$ cat src/rtl/systolic_pkg.sv
// Shared definitions for the systolic matrix engine: semiring modes, FSM states, identity/saturation helpers.
// Build option SYSTOLIC_TROPICAL_EN enables the min-plus semiring for mode 3.
package systolic_pkg;

  localparam logic [1:0] MODE_BOOL = 2'd0;
  localparam logic [1:0] MODE_WRAP = 2'd1;
  localparam logic [1:0] MODE_SAT  = 2'd2;
  localparam logic [1:0] MODE_TROP = 2'd3;

  typedef enum logic [1:0] {
    ST_IDLE,
    ST_FEED,
    ST_DRAIN,
    ST_READ
  } state_t;

`ifdef SYSTOLIC_TROPICAL_EN
  localparam bit TROP_EN = 1'b1;
`else
  localparam bit TROP_EN = 1'b0;
`endif

  // Unsigned add clamped to the largest acc_w-bit value; the 33-bit sum never wraps.
  function automatic logic [31:0] sat_add(input logic [31:0] x, input logic [31:0] y,
                                          input int unsigned acc_w);
    logic [32:0] sum;
    logic [31:0] max;
    sum = {1'b0, x} + {1'b0, y};
    max = 32'hFFFF_FFFF >> (32 - acc_w);
    return (sum > {1'b0, max}) ? max : sum[31:0];
  endfunction

  function automatic logic [31:0] identity(input logic [1:0] mode, input int unsigned acc_w);
    return (TROP_EN && mode == MODE_TROP) ? (32'hFFFF_FFFF >> (32 - acc_w)) : 32'd0;
  endfunction

endpackage

$ cat src/rtl/systolic_pe.sv
// One output-stationary cell: registered operand pass-through plus accumulator with a per-mode ALU.
// Build option SYSTOLIC_TROPICAL_EN selects min-plus for mode 3, otherwise mode 3 behaves as wrap.
module systolic_pe
  import systolic_pkg::*;
#(
  parameter int unsigned W     = 4,
  parameter int unsigned ACC_W = 12
) (
  input  logic             clk,
  input  logic             reset,
  input  logic             load_id,
  input  logic [1:0]       mode,
  input  logic [W-1:0]     a_in,
  input  logic             a_vin,
  input  logic [W-1:0]     b_in,
  input  logic             b_vin,
  output logic [W-1:0]     a_out,
  output logic             a_vout,
  output logic [W-1:0]     b_out,
  output logic             b_vout,
  output logic [ACC_W-1:0] acc
);

  logic [31:0] a32, b32, acc32, prod, nxt, id;

  always_comb begin
    a32   = 32'(a_in);
    b32   = 32'(b_in);
    acc32 = 32'(acc);
    prod  = a32 * b32;
    id    = identity(mode, ACC_W);
    nxt   = acc32;
    case (mode)
      MODE_BOOL: nxt = acc32 | (a32 & b32);
      MODE_WRAP: nxt = acc32 + prod;
      MODE_SAT:  nxt = sat_add(acc32, prod, ACC_W);
`ifdef SYSTOLIC_TROPICAL_EN
      MODE_TROP: begin
        nxt = sat_add(a32, b32, ACC_W);
        if (acc32 < nxt) nxt = acc32;
      end
`else
      MODE_TROP: nxt = acc32 + prod;
`endif
      default:   nxt = acc32;
    endcase
  end

  generate
    if (ACC_W < 32) begin : g_hi
      logic unused_hi;
      assign unused_hi = ^{nxt[31:ACC_W], id[31:ACC_W]};
    end
  endgenerate

  always_ff @(posedge clk) begin
    if (reset) begin
      a_out  <= '0;
      a_vout <= 1'b0;
      b_out  <= '0;
      b_vout <= 1'b0;
      acc    <= '0;
    end else begin
      a_out  <= a_in;
      a_vout <= a_vin;
      b_out  <= b_in;
      b_vout <= b_vin;
      if (load_id)
        acc <= id[ACC_W-1:0];
      else if (a_vin && b_vin)
        acc <= nxt[ACC_W-1:0];
    end
  end

endmodule

$ cat src/rtl/systolic_mm_array.sv
// N x N output-stationary systolic matrix engine with input skew network and row-wise readback.
// Build option SYSTOLIC_TROPICAL_EN enables the min-plus semiring (mode 3) in every PE.
module systolic_mm_array
  import systolic_pkg::*;
#(
  parameter int unsigned N      = 4,
  parameter int unsigned W      = 4,
  parameter int unsigned ACC_W  = 12,
  parameter int unsigned KLEN_W = 8
) (
  input  logic               clk,
  input  logic               reset,
  input  logic               start,
  input  logic [1:0]         mode,
  input  logic [KLEN_W-1:0]  k_len,
  output logic               busy,
  input  logic               in_valid,
  output logic               in_ready,
  input  logic [N*W-1:0]     in_a,
  input  logic [N*W-1:0]     in_b,
  output logic               out_valid,
  input  logic               out_ready,
  output logic [N*ACC_W-1:0] out_row,
  output logic               out_last
);

  localparam int unsigned RW = $clog2(N);
  localparam int unsigned DW = $clog2(2 * N);

  state_t            state, state_nx;
  logic [1:0]        mode_q, pe_mode;
  logic [KLEN_W-1:0] k_cnt;
  logic [DW-1:0]     d_cnt;
  logic [RW-1:0]     row;
  logic              accept, push, pop, last_push, load_id;

  assign accept    = (state == ST_IDLE) && start;
  assign push      = in_valid && in_ready;
  assign pop       = out_valid && out_ready;
  assign last_push = push && (k_cnt == KLEN_W'(1));

  always_ff @(posedge clk) begin
    if (reset) state <= ST_IDLE;
    else       state <= state_nx;
  end

  always_comb begin
    state_nx = state;
    case (state)
      ST_IDLE:  if (start) state_nx = (k_len != '0) ? ST_FEED : ST_READ;
      ST_FEED:  if (last_push) state_nx = ST_DRAIN;
      ST_DRAIN: if (d_cnt == '0) state_nx = ST_READ;
      ST_READ:  if (pop && row == RW'(N - 1)) state_nx = ST_IDLE;
      default:  state_nx = ST_IDLE;
    endcase
  end

  logic [ACC_W-1:0] acc_g [N][N];

  always_comb begin
    busy      = (state != ST_IDLE);
    in_ready  = (state == ST_FEED);
    out_valid = (state == ST_READ);
    out_last  = (state == ST_READ) && (row == RW'(N - 1));
    load_id   = accept;
    // Identity is loaded in the start cycle, before mode_q holds the new mode.
    pe_mode   = accept ? mode : mode_q;
    out_row   = '0;
    if (state == ST_READ)
      for (int unsigned j = 0; j < N; j++)
        out_row[j*ACC_W +: ACC_W] = acc_g[row][j];
  end

  always_ff @(posedge clk) begin
    if (reset) begin
      mode_q <= '0;
      k_cnt  <= '0;
      d_cnt  <= '0;
      row    <= '0;
    end else begin
      if (accept) begin
        mode_q <= mode;
        k_cnt  <= k_len;
        row    <= '0;
      end
      if (push) k_cnt <= k_cnt - KLEN_W'(1);
      if (last_push) d_cnt <= DW'(2 * N - 2);
      else if (state == ST_DRAIN && d_cnt != '0) d_cnt <= d_cnt - DW'(1);
      if (pop) row <= row + RW'(1);
    end
  end

  logic [W-1:0] a_e [N];
  logic [W-1:0] b_e [N];
  logic         va_e [N];
  logic         vb_e [N];

  // Row/column i is delayed by i cycles so slice k reaches PE(i,j) at one instant.
  for (genvar i = 0; i < N; i++) begin : g_skew
    if (i == 0) begin : g_direct
      assign a_e[i]  = in_a[i*W +: W];
      assign va_e[i] = push;
      assign b_e[i]  = in_b[i*W +: W];
      assign vb_e[i] = push;
    end else begin : g_delay
      logic [W-1:0] da [i];
      logic [W-1:0] db [i];
      logic         va [i];
      logic         vb [i];
      always_ff @(posedge clk) begin
        if (reset) begin
          for (int unsigned k = 0; k < i; k++) begin
            da[k] <= '0;
            db[k] <= '0;
            va[k] <= 1'b0;
            vb[k] <= 1'b0;
          end
        end else begin
          da[0] <= push ? in_a[i*W +: W] : '0;
          db[0] <= push ? in_b[i*W +: W] : '0;
          va[0] <= push;
          vb[0] <= push;
          for (int unsigned k = 1; k < i; k++) begin
            da[k] <= da[k-1];
            db[k] <= db[k-1];
            va[k] <= va[k-1];
            vb[k] <= vb[k-1];
          end
        end
      end
      assign a_e[i]  = da[i-1];
      assign va_e[i] = va[i-1];
      assign b_e[i]  = db[i-1];
      assign vb_e[i] = vb[i-1];
    end
  end

  logic [W-1:0] a_h  [N][N+1];
  logic         va_h [N][N+1];
  logic [W-1:0] b_v  [N+1][N];
  logic         vb_v [N+1][N];
  logic         unused_edge [N];

  for (genvar i = 0; i < N; i++) begin : g_row
    assign a_h[i][0]      = a_e[i];
    assign va_h[i][0]     = va_e[i];
    assign b_v[0][i]      = b_e[i];
    assign vb_v[0][i]     = vb_e[i];
    assign unused_edge[i] = ^{a_h[i][N], va_h[i][N], b_v[N][i], vb_v[N][i]};
    for (genvar j = 0; j < N; j++) begin : g_col
      systolic_pe #(.W(W), .ACC_W(ACC_W)) u_pe (
        .clk    (clk),
        .reset  (reset),
        .load_id(load_id),
        .mode   (pe_mode),
        .a_in   (a_h[i][j]),
        .a_vin  (va_h[i][j]),
        .b_in   (b_v[i][j]),
        .b_vin  (vb_v[i][j]),
        .a_out  (a_h[i][j+1]),
        .a_vout (va_h[i][j+1]),
        .b_out  (b_v[i+1][j]),
        .b_vout (vb_v[i+1][j]),
        .acc    (acc_g[i][j])
      );
    end
  end

endmodule

$ cat config.mk
export PLATFORM = sky130hd
export DESIGN_NAME = systolic_mm_array
export DESIGN_NICKNAME = d
export VERILOG_FILES = /design/src/rtl/systolic_pkg.sv /design/src/rtl/systolic_pe.sv /design/src/rtl/systolic_mm_array.sv
export SDC_FILE = /design/constraint.sdc
export NUM_CORES = 1
export LEC_CHECK = 0
export ABC_CLOCK_PERIOD_IN_PS = 10770
export BUFFER_PORTS_ARGS = -buffer_cell sky130_fd_sc_hd__buf_2
export CAP_MARGIN = 25
export CORE_AREA = 2 2 263 265
export CTS_CLUSTER_DIAMETER = 50
export DETAILED_ROUTE_END_ITERATION = 8
export DIE_AREA = 0 0 265 267
export GPL_TIMING_DRIVEN = 0
export PLACE_DENSITY_LB_ADDON = 0.25
export SYNTH_ARGS = -nofsm -noshare
export SYNTH_HDL_FRONTEND = slang
export SYNTH_SLANG_ARGS = --single-unit
$ cat constraint.sdc
create_clock -name clk -period 10.77 [get_ports clk]
set_input_delay 1.077 -clock clk [delete_from_list [all_inputs] [get_ports clk]]
set_output_delay 1.077 -clock clk [all_outputs]
set_load 0.01 [all_outputs]
Yosys cells after proc, flatten, opt, wreduce, memory -nomap -nowiden
Memories as Yosys holds them, arrays and structs flattened.
Index checks and enable logic that the tools add are counted.
{ "op_classes": {"n_addsub": 35, "mul": 16, "div_mod_pow": 0, "n_lt_le_gt_ge": 17, "n_eq_ne": 12, "n_shift": 0, "n_mux": 86, "n_bitwise": 53, "n_reduce_logical": 39} }
{ "ops": {"columns": ["op", "n"], "rows": [
  ["12-bit one-hot mux with 3 select lines", 16],
  ["12-bit by 8-bit adder with 13-bit output", 16],
  ["13-bit by 12-bit > comparator with 1-bit output, second input constant", 16],
  ["12-bit by 8-bit adder with 12-bit output", 16],
  ["12-bit two-way mux", 16],
  ["12-bit OR", 16],
  ["48-bit two-way mux", 3],
  ["4-bit by 4-bit multiplier with 8-bit output", 16],
  ["48-bit binary-select mux with 2-bit select", 1],
  ["4-bit two-way mux", 18],
  ["4-bit bitwise AND", 16],
  ["1-bit logical AND", 22],
  ["1-bit OR", 20],
  ["1-bit two-way mux", 19],
  ["2-bit two-way mux", 8],
  ["8-bit two-way mux", 2],
  ["2-bit equality test, second input constant", 5],
  ["8-bit by 1-bit equality test with 1-bit output, second input constant", 1],
  ["2-bit one-hot mux with 4 select lines", 1],
  ["2-bit nonzero test", 4],
  ["8-bit nonzero test", 1],
  ["4-bit OR reduction", 2],
  ["8-bit by 1-bit subtractor with 8-bit output, second input constant", 1],
  ["3-bit two-way mux", 2],
  ["other kinds (13)", 20]
]} }
{ "totals": {"regBits": 326, "latchBits": 0, "ram_bits": 60, "rom_bits": 0, "out_inout_bits": 52, "elab_cells": 337, "n_memories": 12} }
{ "mem_list": {"columns": ["memory", "depth", "width", "read_ports", "rd_ports_with_merged_regs", "write_ports", "line_no", "text"], "rows": [
  ["g_skew[3].g_delay.da", 3, 4, 3, 0, 3, "systolic_mm_array.sv:106", "logic [W-1:0] da [i];"],
  ["g_skew[3].g_delay.db", 3, 4, 3, 0, 3, "systolic_mm_array.sv:107", "logic [W-1:0] db [i];"],
  ["g_skew[2].g_delay.da", 2, 4, 2, 0, 2, "systolic_mm_array.sv:106", null],
  ["g_skew[2].g_delay.db", 2, 4, 2, 0, 2, "systolic_mm_array.sv:107", null],
  ["g_skew[1].g_delay.da", 1, 4, 1, 0, 1, "systolic_mm_array.sv:106", null],
  ["g_skew[1].g_delay.db", 1, 4, 1, 0, 1, "systolic_mm_array.sv:107", null],
  ["+6 memories", null, null, null, null, null, null, null]
]} }

Depth between registers and ports, before layout
{ "depth": {"depth_word": 6, "ltp_mapped": 18} }

By module
From an unflattened synthesis, not the netlist that was laid out.
{ "unflattened": {"cells_unflattened": 3202, "area_unflattened_um2": 29248.1} }
{ "modules_own_cells": {"columns": ["module", "n_inst", "cells_each", "area_per_inst_um2", "seq_area_each_um2"], "rows": [
  ["systolic_pe at g_row[0].g_col[1].u_pe ...", 13, 179, 1592.8, 440.4],
  ["systolic_mm_array", 1, 335, 3811.2, 1361.3],
  ["systolic_pe at g_row[1].g_col[3].u_pe", 1, 180, 1582.8, 440.4],
  ["systolic_pe at g_row[3].g_col[3].u_pe", 1, 180, 1575.3, 440.4],
  ["systolic_pe at g_row[0].g_col[0].u_pe", 1, 180, 1572.8, 440.4]
]} }

Worst setup path before layout
No wires, ideal clock.
{ "synth_timing": {"kind": "input to register", "start": "input in_a[0]", "end": "register g_row[0].g_col[0].u_pe.acc[1]", "arrival_ns": 4.453, "t_required_ns": 10.675, "slack_ns": 6.222, "path_stages": 17, "path_buffers": 0, "cell_sequence": "nand2_1 fa_1 fa_1 inv_1 ha_1 a21o_1 a21oi_1 o21bai_1 a21oi_1 xnor2_1 ha_1 o21a_1 nor2_1 a31o_2 nor2_1 nor2_1 a221oi_1"} }
{ "synth_between": {"elab_chain_len": 5} }
{ "synth_rtl": {"columns": ["element", "line_no", "text"], "rows": [
  ["from (decl)", "systolic_mm_array.sv:19", "input logic [N*W-1:0] in_a,"],
  ["4-bit by 4-bit multiplier with 8-bit output (*)", "systolic_pe.sv:30", "prod = a32 * b32;"],
  ["12-bit by 8-bit adder with 13-bit output", "systolic_pkg.sv:28", "sum = {1'b0, x} + {1'b0, y};"],
  ["13-bit by 12-bit > comparator with 1-bit output", "systolic_pkg.sv:30", "return (sum > {1'b0, max}) ? max : sum[31:0];"],
  ["12-bit two-way mux", "systolic_pkg.sv:30", null],
  ["12-bit one-hot mux with 3 select lines (*)", "systolic_pe.sv:33", "case (mode)"],
  ["to (signal assigned)", "systolic_pe.sv:69", "acc <= id[ACC_W-1:0];"],
  ["to (signal assigned)", "systolic_pe.sv:71", "acc <= nxt[ACC_W-1:0];"],
  ["to (decl)", "systolic_pe.sv:21", "output logic [ACC_W-1:0] acc"]
]} }
Mark *: on every way between the ends. The rest lies on a longest branch, timed or not.
A chain may end at the register's enable or synchronous reset.

Worst setup path in the final report
{ "layout_timing": {"start": "register g_row[2].g_col[0].u_pe.a_out[0]", "end": "register g_row[2].g_col[1].u_pe.acc[1]"} }
{ "layout_between": {"elab_chain_len": 5} }
{ "layout_rtl": {"columns": ["element", "line_no", "text"], "rows": [
  ["from (decl)", "systolic_pe.sv:17", "output logic [W-1:0] a_out,"],
  ["from (signal assigned)", "systolic_pe.sv:64", "a_out <= a_in;"],
  ["4-bit by 4-bit multiplier with 8-bit output (*)", "systolic_pe.sv:30", null],
  ["12-bit by 8-bit adder with 13-bit output", "systolic_pkg.sv:28", null],
  ["13-bit by 12-bit > comparator with 1-bit output", "systolic_pkg.sv:30", null],
  ["12-bit two-way mux", "systolic_pkg.sv:30", null],
  ["12-bit one-hot mux with 3 select lines (*)", "systolic_pe.sv:33", null],
  ["to (signal assigned)", "systolic_pe.sv:69", null],
  ["to (signal assigned)", "systolic_pe.sv:71", null],
  ["to (decl)", "systolic_pe.sv:21", null]
]} }
Marks and branches as above.

==> results.ini <==
[status]
status = finished, final reports clean

[sta]
fmax_mhz = 203
period_needed_ps = 4940
finalCritPeriodShare_pct = 45.8
tns_ps = 0
setup_viol = 0
slew_violations = 0
hold_viol_final = 0
rsz0062_at_grt = false
slew_headroom_pct = 21.5
whs_ps = 432
tightestPinTransition_ps = 1180
skew_ps = 29.5

[logic_synthesis]
synth_edf_count = 0
yosysSeqAreaShare_pct = 26.7
syn_area_sq_um = 26900
ys_seq_elements = 359
synth.area.top_cells = dfxtp_1 27%, ha_1 17%, fa_1 6.0%
synth_warnings = 0
synthesis.nets = 3514
synth-async-reset-ratio_pct = 0
synth_cell_types = 81
synth_common_cells = 364 x ha_1, 359 x dfxtp_1, 284 x inv_1
syn_avg_cell_area_sq_um = 8.90
yosysMostFrequentCell = ha_1
synth_top_area_share_pct = 26.7
yosysTopAreaCell = dfxtp_1
netlist_instances = 3023
synth_flop_cell = dfxtp_1

[die]
die_h_microns = 267
chipWidth_microns = 265
coreArea_sq_um = 68000
row_count = 96
die-area_sq_um = 70800
ios = 99
initial_core_util_pct = 39.6

[critical_path]
reg2reg_to = g_row[2].g_col[1].u_pe.acc[1]
end_kind = flop
crit_slowest_cell = nor4b_1
crit_path_end = g_row[2].g_col[1].u_pe.acc[1]
critical-path-max-stage-delay_ps = 550
worstPathRequired_ps = 11220
reg2regPathDepth = 16
cp_cell_sequence = nand2_1, fa_1, inv_1, fa_1, ha_1, a21o_1, a21oi_1, o21bai_1, a21oi_1, xnor2_1, ha_1, a21oi_1, nor4b_1, a211oi_1, a21oi_2, a221oi_1
r2r_slack_ps = 5830
crit_fanout = 8
worstPathArrival_ps = 5380
critPathMostFrequentCell = a21oi_1
r2r_start = g_row[2].g_col[0].u_pe.a_out[0]
critPathLaunch = g_row[2].g_col[0].u_pe.a_out[0]
critPathKind = reg -> reg
start_kind = flop

[pwr]
totalPowerFinal_mw = 3.80
power.density_nw_per_um2 = 125
cellLeakagePower_nw = 14.1
vdd_drop_max_uv = 126

[place]
port_buffers = 97
placedCellCount = 4020
finalWeightedCongestion = 0.927
hpwl_microns = 70100

[layout]
syn2layout_area_growth_pct = 13.0
drive_above_1_share_pct = 8.95
fin_nets = 3682
fillers = 6674
finalNonFillerCells = 4116

[clock_tree]
clkSlewWorstSetupHoldPaths_ps = 60
clock_path_buffers = 3
post_cts_buffers = 0
h-tree-depth = 2
cts_hold_buffers = 0
ctsResizeCount = 0
cts-root-buf = clkbuf_16
clock_sinks = 359
numCtsBuffers = 51
cts_tree = built
worstSkewPairLatency_ps = 600

[route]
post-route-drc-count = 0
drtPass1Iterations = 5
wl_microns = 87500
ant_nets = 0
vias = 22927
initialDrtViolationCount = 1803
routedWlPerCell_microns = 21.3
vias_per_cell = 5.57

[worst_hold_path]
hold_class = reg -> reg

[flow_run]
maxCapViolations = 0

[global_route]
grt_first_pass_wirelength_microns = 132000
grt_pass1_vias = 21969
grt_use_total_pct = 24.7
grt_antenna_before_repair = 6
grt_max_degree = 14
grt_overflow = 0

-- layout make-up --
class	instances	area [sq um]	share of cell area [%]
buffer	89	355	1.17
antenna	5	12.5	0.0412
multi-input combinational	2290	18300	60.1
clock inverter	31	265	0.873
sequential	359	7190	23.6
inverter	285	1070	3.52
clock buffer	60	1370	4.51
timing repair buffer	115	752	2.47
tap	882	1100	3.63
-- metrics by stage --
| step | util (%) | worst slack, ps | cell area [sq um] |
|---|---|---|---|
| after floorplan | - | 6220 | 26900 |
| after global placement | 41.9 | 5590 | 28500 |
| after detailed placement | 42.3 | 5600 | 28700 |
| after CTS | 44.7 | 5840 | 30400 |
| after global routing | 44.7 | 5550 | 30400 |
| final | 44.7 | 5830 | 30400 |
-- how the worst min path moves through the flow --
stage | from | to | slack (ps) | depth (start not counted)
final | g_skew[3].g_delay.da[0][3] | g_skew[3].g_delay.da[0][7] | 430 | 1
after detailed placement | g_skew[3].g_delay.da[0][3] | g_skew[3].g_delay.da[0][7] | 420 | 1
after global routing | g_skew[3].g_delay.db[0][3] | g_skew[3].g_delay.db[0][7] | 440 | 1
after global placement | g_skew[3].g_delay.da[0][3] | g_skew[3].g_delay.da[0][7] | 420 | 1
after floorplan | g_skew[2].g_delay.da[0][0] | g_skew[2].g_delay.da[0][4] | 410 | 1
after CTS | g_skew[3].g_delay.db[0][3] | g_skew[3].g_delay.db[0][7] | 420 | 1
-- cell usage in the layout, fill, tap and decap left out, types with 51 or more instances in the layout --
| master | count |
|---|---|
| a21o_1 | 59 |
| a21oi_1 | 207 |
| and2_1 | 252 |
| buf_2 | 104 |
| clkbuf_1 | 71 |
| clkbuf_16 | 51 |
| dfxtp_1 | 359 |
| fa_1 | 80 |
| ha_1 | 364 |
| inv_1 | 284 |
| nand2_1 | 178 |
| nor2_1 | 107 |
| nor2b_1 | 138 |
| o21ai_0 | 177 |
| xnor2_1 | 88 |
| xor2_1 | 59 |
-- power by group --
group | switching (mW) | internal [mW] | total [mW]
registers | 0.0500 | 1.37 | 1.42
clock network | 0.693 | 0.945 | 1.64
logic | 0.538 | 0.207 | 0.744
-- worst max-delay path, delay by kind of cell, from the launching register on --
family / cells / cell delay [ps]
compound gates: 8 / 1780
xor+xnor: 1 / 160
fa+ha+maj: 4 / 1640
buf+inv: 1 / 50
flops: 1 / 470
simple gates: 2 / 670
-- registers in the layout, summed over array words and instances (netlist names) --
name,count
mode_q,2
g_row.g_col.u_pe.acc,192
g_row.g_col.u_pe.a_vout,1
g_row.g_col.u_pe.a_out,48
g_row.g_col.u_pe.b_vout,3
d_cnt,3
g_skew.g_delay.da,24
row,2
g_skew.g_delay.va,2
state,2
g_skew.g_delay.db,24
k_cnt,8
g_row.g_col.u_pe.b_out,48
-- logic make-up (layout without fill, tap and decap cells) --
group	count (synthesis)	count (layout)	share of synthesized area [%]
xor+xnor	147	147	4.79
simple gates	892	892	18.0
mux	58	58	4.39
other cells	0	5	0
flops	359	359	26.7
fa+ha+maj	444	444	22.9
compound gates	749	749	18.0
buf+inv	374	580	5.30
-- metal layers --
layer / track usage, % / up-vias / share of wire (%)
met1: 34.1 / 11009 / 45
met2: 39.7 / 786 / 45
met5: 0 / - / 0.016
met3: 3.85 / 136 / 7.2
met4: 7.39 / 2 / 2.9
li1: - / 10994 / -
Power figures use the tool's default switching activity.
